### src/rtl/cam_capture_bram.sv
// ---------------------------------------------------------------------------
// cam_capture_bram
//   Turns an 8-bit RGB565 camera stream (high byte first) into 16-bit pixel
//   writes for a frame-buffer BRAM. All logic runs in the camera's pclk
//   domain. Each frame starts on a falling vsync edge and ends on a rising
//   vsync edge. Each line is framed by href.
//
// Ports
//   pclk, rst     : pixel clock; asynchronous active-high reset
//   cam_vsync     : high during vertical blanking
//   cam_href      : high while line bytes are valid
//   cam_data[7:0] : camera byte
//   capture_en    : level enable for continuous capture
//   frame_addr    : BRAM write address (17 bits)
//   frame_pixel   : assembled pixel {R,G,B} 5:6:5
//   frame_we      : one-cycle write strobe per pixel
//   frame_done    : one-cycle pulse when a captured frame ends
//   frame_err     : geometry error in the frame that last completed
//   line_cnt      : number of lines completed so far in this frame
// ---------------------------------------------------------------------------
module cam_capture_bram #(
  parameter int H_PIXELS  = 320,
  parameter int V_LINES   = 240,
  parameter int ADDR_LAST = 76799
) (
  input  logic        pclk,
  input  logic        rst,
  input  logic        cam_vsync,
  input  logic        cam_href,
  input  logic [7:0]  cam_data,
  input  logic        capture_en,
  output logic [16:0] frame_addr,
  output logic [15:0] frame_pixel,
  output logic        frame_we,
  output logic        frame_done,
  output logic        frame_err,
  output logic [7:0]  line_cnt
);

  typedef enum logic [1:0] {S_IDLE, S_WAIT_SOF, S_CAPTURE} state_t;

  state_t      r_state, w_next;
  logic        r_vsync_q, r_href_q;
  logic        r_phase;        // 1: high byte held, waiting for the low byte
  logic [7:0]  r_hi;
  logic [15:0] r_pix_cnt;      // saturating, so runaway lines cannot wrap
  logic        r_full;         // the ADDR_LAST write is done; drop the rest
  logic [16:0] r_addr;
  logic [15:0] r_pixel;
  logic        r_we, r_done, r_err;
  logic [7:0]  r_line;

  logic w_vs_rise, w_vs_fall, w_hr_rise, w_hr_fall;
  logic w_sof, w_cap, w_eof;
  logic w_byte_hi, w_byte_lo;
  logic [7:0] w_line_inc, w_line_next;
  logic w_line_bad;

  assign w_vs_rise = ~r_vsync_q &  cam_vsync;
  assign w_vs_fall =  r_vsync_q & ~cam_vsync;
  assign w_hr_rise = ~r_href_q  &  cam_href;
  assign w_hr_fall =  r_href_q  & ~cam_href;

  // ---------------- FSM: state register ----------------
  always_ff @(posedge pclk or posedge rst) begin
    if (rst) r_state <= S_IDLE;
    else     r_state <= w_next;
  end

  // ---------------- FSM: next state ----------------
  always_comb begin
    w_next = r_state;
    case (r_state)
      S_IDLE:     if (capture_en) w_next = S_WAIT_SOF;
      S_WAIT_SOF: if (w_vs_fall)  w_next = S_CAPTURE;
      // A frame that has started always runs to its end, even if capture_en
      // drops. capture_en only decides whether we re-arm afterwards.
      S_CAPTURE:  if (w_vs_rise)  w_next = capture_en ? S_WAIT_SOF : S_IDLE;
      default:    w_next = S_IDLE;
    endcase
  end

  // ---------------- FSM: control decode ----------------
  always_comb begin
    w_sof = 1'b0;
    w_cap = 1'b0;
    w_eof = 1'b0;
    case (r_state)
      S_WAIT_SOF: w_sof = w_vs_fall;
      S_CAPTURE: begin
        w_cap = 1'b1;
        w_eof = w_vs_rise;
      end
      default: ;
    endcase
  end

  // The byte on the href rising edge is always a high byte. Any phase left
  // over from an earlier line does not matter.
  assign w_byte_hi = cam_href & (w_hr_rise | ~r_phase);
  assign w_byte_lo = cam_href & ~w_hr_rise & r_phase;

  assign w_line_inc  = (r_line == 8'hFF) ? r_line : r_line + 8'd1;
  // A line that ends on the same edge as the frame still counts toward the
  // line-count check.
  assign w_line_next = (w_cap & w_hr_fall) ? w_line_inc : r_line;
  assign w_line_bad  = (r_pix_cnt != 16'(H_PIXELS)) | r_phase;

  // ---------------- datapath ----------------
  always_ff @(posedge pclk or posedge rst) begin
    if (rst) begin
      r_vsync_q <= 1'b0;
      r_href_q  <= 1'b0;
      r_phase   <= 1'b0;
      r_hi      <= '0;
      r_pix_cnt <= '0;
      r_full    <= 1'b0;
      r_addr    <= '0;
      r_pixel   <= '0;
      r_we      <= 1'b0;
      r_done    <= 1'b0;
      r_err     <= 1'b0;
      r_line    <= '0;
    end else begin
      r_vsync_q <= cam_vsync;
      r_href_q  <= cam_href;
      r_we      <= 1'b0;
      r_done    <= w_eof;

      // The address advances as each write strobe retires. It sticks at the
      // last location, and from then on any further pixels are suppressed.
      if (r_we) begin
        if (r_addr == 17'(ADDR_LAST)) r_full <= 1'b1;
        else                          r_addr <= r_addr + 17'd1;
      end

      if (w_sof) begin
        r_addr    <= '0;
        r_line    <= '0;
        r_pix_cnt <= '0;
        r_phase   <= 1'b0;
        r_err     <= 1'b0;
        r_full    <= 1'b0;
      end else if (w_cap) begin
        if (w_hr_rise) r_pix_cnt <= '0;

        if (w_byte_hi) begin
          r_hi    <= cam_data;
          r_phase <= 1'b1;
        end else if (w_byte_lo) begin
          r_phase <= 1'b0;
          if (r_pix_cnt != 16'hFFFF) r_pix_cnt <= r_pix_cnt + 16'd1;
          if (r_full) begin
            r_err <= 1'b1;
          end else begin
            r_pixel <= {r_hi, cam_data};
            r_we    <= 1'b1;
          end
        end

        // On an odd byte count the last high byte is simply dropped.
        if (w_hr_fall) begin
          r_line  <= w_line_inc;
          r_phase <= 1'b0;
          if (w_line_bad) r_err <= 1'b1;
        end

        if (w_eof && (w_line_next != 8'(V_LINES))) r_err <= 1'b1;
      end
    end
  end

  assign frame_addr  = r_addr;
  assign frame_pixel = r_pixel;
  assign frame_we    = r_we;
  assign frame_done  = r_done;
  assign frame_err   = r_err;
  assign line_cnt    = r_line;

endmodule

### config.mk
export PLATFORM = sky130hd
export DESIGN_NAME = cam_capture_bram
export DESIGN_NICKNAME = d
export VERILOG_FILES = /design/src/rtl/cam_capture_bram.sv
export SDC_FILE = /design/constraint.sdc
export NUM_CORES = 1
export LEC_CHECK = 0
export CELL_PAD_IN_SITES_DETAIL_PLACEMENT = 1
export CELL_PAD_IN_SITES_GLOBAL_PLACEMENT = 2
export CORE_ASPECT_RATIO = 0.8
export CORE_MARGIN = 2
export CORE_UTILIZATION = 34
export DETAILED_ROUTE_END_ITERATION = 16
export GPL_TIMING_DRIVEN = 0
export PLACE_DENSITY_LB_ADDON = 0.1
export SLEW_MARGIN = 20
export SYNTH_ARGS = -nofsm -noshare
export SYNTH_HDL_FRONTEND = slang
export SYNTH_SLANG_ARGS = --single-unit
### constraint.sdc
create_clock -name pclk -period 2.9 [get_ports pclk]
set_clock_uncertainty 0.1 [all_clocks]
set_input_delay 0.29 -clock pclk [delete_from_list [all_inputs] [get_ports pclk]]
set_output_delay 0.29 -clock pclk [all_outputs]
set_load 0.02 [all_outputs]
; Word level (Yosys, flattened, before mapping)
; Cells that the tools add are included.
[totals]
regBits = 74
in_bits = 13
output_inout_bits = 44
[classes]
add_sub_neg = 3
n_eq_ne = 11
muxes = 43
bitwise_logic = 19
reduce_logical = 14
[op_table]
columns = op, count
row1 = two-way mux 16 bit, 6
row2 = two-way mux 17 bit, 3
row3 = two-way mux 8 bit, 5
row4 = two-way mux 1 bit, 25
row5 = adder 17 x 1 -> 17 bit (second input constant), 1
row6 = == test 17 bit (second input constant), 1
row7 = adder 16 x 1 -> 16 bit (second input constant), 1
row8 = != test 16 bit (second input constant), 1
row9 = != test 16 x 9 -> 1 bit (second input constant), 1
row10 = NOT 1 bit, 9
row11 = adder 8 x 1 -> 8 bit (second input constant), 1
row12 = bitwise AND 1 bit, 8
row13 = == test 8 bit (second input constant), 1
row14 = != test 2 bit (second input constant), 4
row15 = != test 8 bit (second input constant), 1
row16 = AND reduction 2 bit, 4
row17 = nonzero test 2 bit, 4
row18 = two-way mux 2 bit, 3
row19 = one-hot mux 2 bit (3 select lines), 1
row20 = AND reduction 3 bit, 2
row21 = AND reduction 5 bit, 1
row22 = nonzero test 4 bit, 1
row23 = == test 2 x 1 -> 1 bit (second input constant), 1
row24 = == test 2 bit (second input constant), 1
row25 = other kinds (3), 4

; Logic depth before layout (Yosys ltp)
[logic_depth]
depth_word = 12
mapped_depth = 8
ltp_nobuf = 7

; Worst setup path before layout
; OpenSTA, ideal clock, no wires.
[synth_path]
kind = register to register
start = register r_line[0], in the netlist line_cnt[0]
end = register r_line[6], in the netlist line_cnt[6]
setup_ps = 124
arrival_time_ps = 1699
required_time_ps = 2676
path_slack_ps = 977
stages_incl_launch_ff = 7
n_path_buf = 0
period_less_slack_ps = 1923
cell_sequence = dfrtp_1 -> ha_1 -> nand3_1 -> nor4_1 -> nand3_1 -> nor3b_1 -> nor3_1
[synth_via]
elab_chain_cells = 5
word_cells_on_any_way = 6
[synth_rtl]
columns = element, line_no
row1 = start: declaration, 51  ; logic [7:0] r_line;
row2 = start signal: assignment, 163  ; r_line <= w_line_inc;
row3 = adder 8 x 1 -> 8 bit / == test 8 bit (equally long branches), 103  ; assign w_line_inc = (r_line == 8'hFF) ? r_line : r_line + 8'd1;
row4 = two-way mux 8 bit (*), 103
row5 = two-way mux 8 bit (*), 162  ; if (w_hr_fall) begin
row6 = two-way mux 8 bit (*), 144  ; end else if (w_cap) begin
row7 = two-way mux 8 bit (*), 137  ; if (w_sof) begin
; Every way passes the cells marked *; elsewhere a longest branch is shown, timed or not. The select of a mux whose other input is x is not followed.
; A chain may end at the register's enable or synchronous reset.

; Final worst setup path
; Ends and elaborated chain as after synthesis.

==> results.sh <==
export IMPL_outcome="finished clean"
export IMPL_dieArea_um2=12000
export IMPL_hold_viol_final=0
export IMPL_max_slew_margin=0.476
export IMPL_dieHeight_um=98.4
export IMPL_ir_drop_mv=0.333
export IMPL_antenna_found_initial=0
export IMPL_wl_per_cell_um=16.5
export IMPL_period_share=0.800
export IMPL_crit_top_cell="nand3_1"
export IMPL_max_stage_delay_ps=610
export IMPL_synth_cell_area_um2=3790
export IMPL_total_power_uw=3230
export IMPL_ff2ff_setup_slack_ps=580
export IMPL_core_area_um2=10800
export IMPL_layout_nets=488
export IMPL_max_clock_path_buffers=2
export IMPL_worstPathMaxFanout=9
export IMPL_tns_ps=0
export IMPL_root_buffer="clkbuf_16"
export IMPL_synthFlopType="dfrtp_1"
export IMPL_critPathCaptureType="flip-flop"
export IMPL_drv_slew=0
export IMPL_critPathKind="reg2reg"
export IMPL_regToRegEndpoint="line_cnt[6]$_DFFE_PP0P_"
export IMPL_layout_min_cycle_time_ps=2320
export IMPL_start_util=0.349
export IMPL_yosysSeqAreaShare=0.489
export IMPL_grt_use_total=0.182
export IMPL_first_pass_iters=4
export IMPL_port_buffers=56
export IMPL_cts_setup_buffers=0
export IMPL_synth_edf_count=0
export IMPL_hp_class="in2async"
export IMPL_yosysUniqueCellTypes=60
export IMPL_h_tree_depth=3
export IMPL_clk_pin_slew_ps=70
export IMPL_cts_buffers=9
export IMPL_crit_arrival_ps=2440
export IMPL_diodes=0
export IMPL_ys_warn_count=0
export IMPL_synth_top_area_frac=0.489
export IMPL_grt_pass1_vias=3345
export IMPL_maxCapViolCount=0
export IMPL_cp_data_required_time_ps=3020
export IMPL_crit_reg2reg_launch="line_cnt[0]$_DFFE_PP0P_"
export IMPL_drive_above_1_share=0.0861
export IMPL_drc_errors=0
export IMPL_tightestPinTransition_ps=786
export IMPL_area_growth_pct=29.0
export IMPL_final_cell_mix="79 x nand2_1, 74 x dfrtp_1, 56 x clkdlybuf4s50_1"
export IMPL_cts_resized=0
export IMPL_yosysTopAreaCell="dfrtp_1"
export IMPL_grt_pass1_wl_mm=17.4
export IMPL_grt_max_degree=48
export IMPL_synth_seq_cells=74
export IMPL_vias=3263
export IMPL_clkLatencyLatePin_ps=330
export IMPL_viasPerCell=5.26
export IMPL_rr_worst_depth=6
export IMPL_crit_family="simple AND/OR/NAND/NOR gates"
export IMPL_wirelength_mm=10.2
export IMPL_synth_area_per_cell_um2=9.40
export IMPL_path_cells="ha_1, nand3_1, nor4_1, nand3_1, nor3b_1, nor3_1"
export IMPL_rsz0062_at_grt="false"
export IMPL_die_width_um=122
export IMPL_row_count=34
export IMPL_cts_sinks=74
export IMPL_ys_async_sr_fraction=1.00
export IMPL_ctsHoldBuffers=0
export IMPL_worst_path_max_delay_cell="nor4_1"
export IMPL_power_density_nw_per_um2=661
export IMPL_gp_congestion=0.804
export IMPL_final_common_cell="nand2_1"
export IMPL_syn_nets=420
export IMPL_max_freq_mhz=431
export IMPL_path_buf_inv=0
export IMPL_gr_total_overflow=0
export IMPL_antenna_left=0
export IMPL_synth_area_leaders="dfrtp_1 49%, nand2_1 7.8%, nor2_1 3.0%"
export IMPL_synthCells=403
export IMPL_p_leak_uw=0.00220
export IMPL_cts_tree="done"
export IMPL_setup_viol=0
export IMPL_start_kind="flip-flop"
export IMPL_io_pins=57
export IMPL_initialDrtViolationCount=182
export IMPL_dp_hpwl_mm=7.28
[metal layers]
metal | global-route usage | vias up | share of wire | routed length, um
met4 | 0.0424 | 0 | 0.0064 | 65
li1 | - | 1577 | - | -
met1 | 0.270 | 1635 | 0.52 | 5300
met5 | 0 | - | 0 | 0
met2 | 0.265 | 44 | 0.44 | 4480
met3 | 0.0480 | 7 | 0.037 | 378
[cell usage after synthesis, types with 2 or more instances]
cell type and count:
a211oi_1 3, a21o_1 7, a21oi_1 12, a31oi_1 2, and2_1 2, and3_1 7, and4_1 6, buf_1 2
buf_2 7, clkbuf_1 6, dfrtp_1 74, ha_1 4, inv_1 11, inv_2 2, mux2_1 8, mux2i_1 3
nand2_1 79, nand2b_1 2, nand3_1 19, nand4_1 13, nor2_1 30, nor3_1 12, nor3_2 2, nor3b_1 2
nor3b_2 4, nor4_1 6, o211a_1 2, o211ai_1 7, o21ai_0 11, o21ai_1 8, o22ai_1 4, or3_1 5
or4_1 3, xnor2_1 5, xor2_1 8
[through the flow]
stage                     std cells  hold slack [ps]  area (um^2)  utilization  setup slack (ps)
after global routing            620              218         4890        0.450               338
after floorplan                 403              221         3790            -               628
after CTS                       620              204         4890        0.450               565
after detailed placement        604              359         4560        0.420               489
final                           620              195         4890        0.450               581
after global placement          603              348         4530        0.418              -804
[power by group]
| group | total [uW] | internal (uW) | leakage (uW) | switching, uW |
|---|---|---|---|---|
| combinational | 681 | 302 | 0.00103 | 379 |
| clock | 1240 | 763 | 0.000158 | 474 |
| sequential | 1310 | 1190 | 0.00101 | 122 |
| total | 3230 | 2260 | 0.00220 | 974 |
[worst max path at each step]
stage	start	to	slack, ps	cells past startpoint
floorplan	rst	frame_addr[0]$_DFFE_PP0P_	630	1
global placement	rst	r_pix_cnt[6]$_DFFE_PP0P_	-800	2
detailed placement	cam_href	frame_pixel[6]$_DFFE_PP0P_	490	8
CTS	line_cnt[0]$_DFFE_PP0P_	line_cnt[6]$_DFFE_PP0P_	570	6
global route	line_cnt[0]$_DFFE_PP0P_	line_cnt[6]$_DFFE_PP0P_	340	6
finish	line_cnt[0]$_DFFE_PP0P_	line_cnt[6]$_DFFE_PP0P_	580	6
[cell families (layout without fill, tap and decap cells)]
| kind of cell | after synthesis | count (layout) | share of synthesized area |
|---|---|---|---|
| flops | 74 | 74 | 0.489 |
| compound gates | 68 | 68 | 0.119 |
| mux | 11 | 11 | 0.0317 |
| xor+xnor | 13 | 13 | 0.0301 |
| buf+inv | 30 | 103 | 0.0350 |
| simple gates | 203 | 203 | 0.282 |
| fa+ha+maj | 4 | 4 | 0.0132 |
[area by class of cell]
cell class | count | area [um^2]
clock buffers | 9 | 225
fillers | 1279 | 5960
clock inverters | 7 | 101
inverters | 13 | 51.3
repair buffers | 57 | 588
plain buffers | 17 | 83.8
well taps | 144 | 180
multi-input cells | 299 | 1800
flip-flops and latches | 74 | 1850
[state kept, by name (all words and copies together) (netlist names)]
name,count
line_cnt,8
frame_addr,17
frame_pixel,16
r_phase,1
r_href_q,1
r_state,2
r_hi,8
r_vsync_q,1
r_pix_cnt,16
r_full,1
frame_err,1
frame_we,1
frame_done,1
Power figures use the tool's default switching activity.
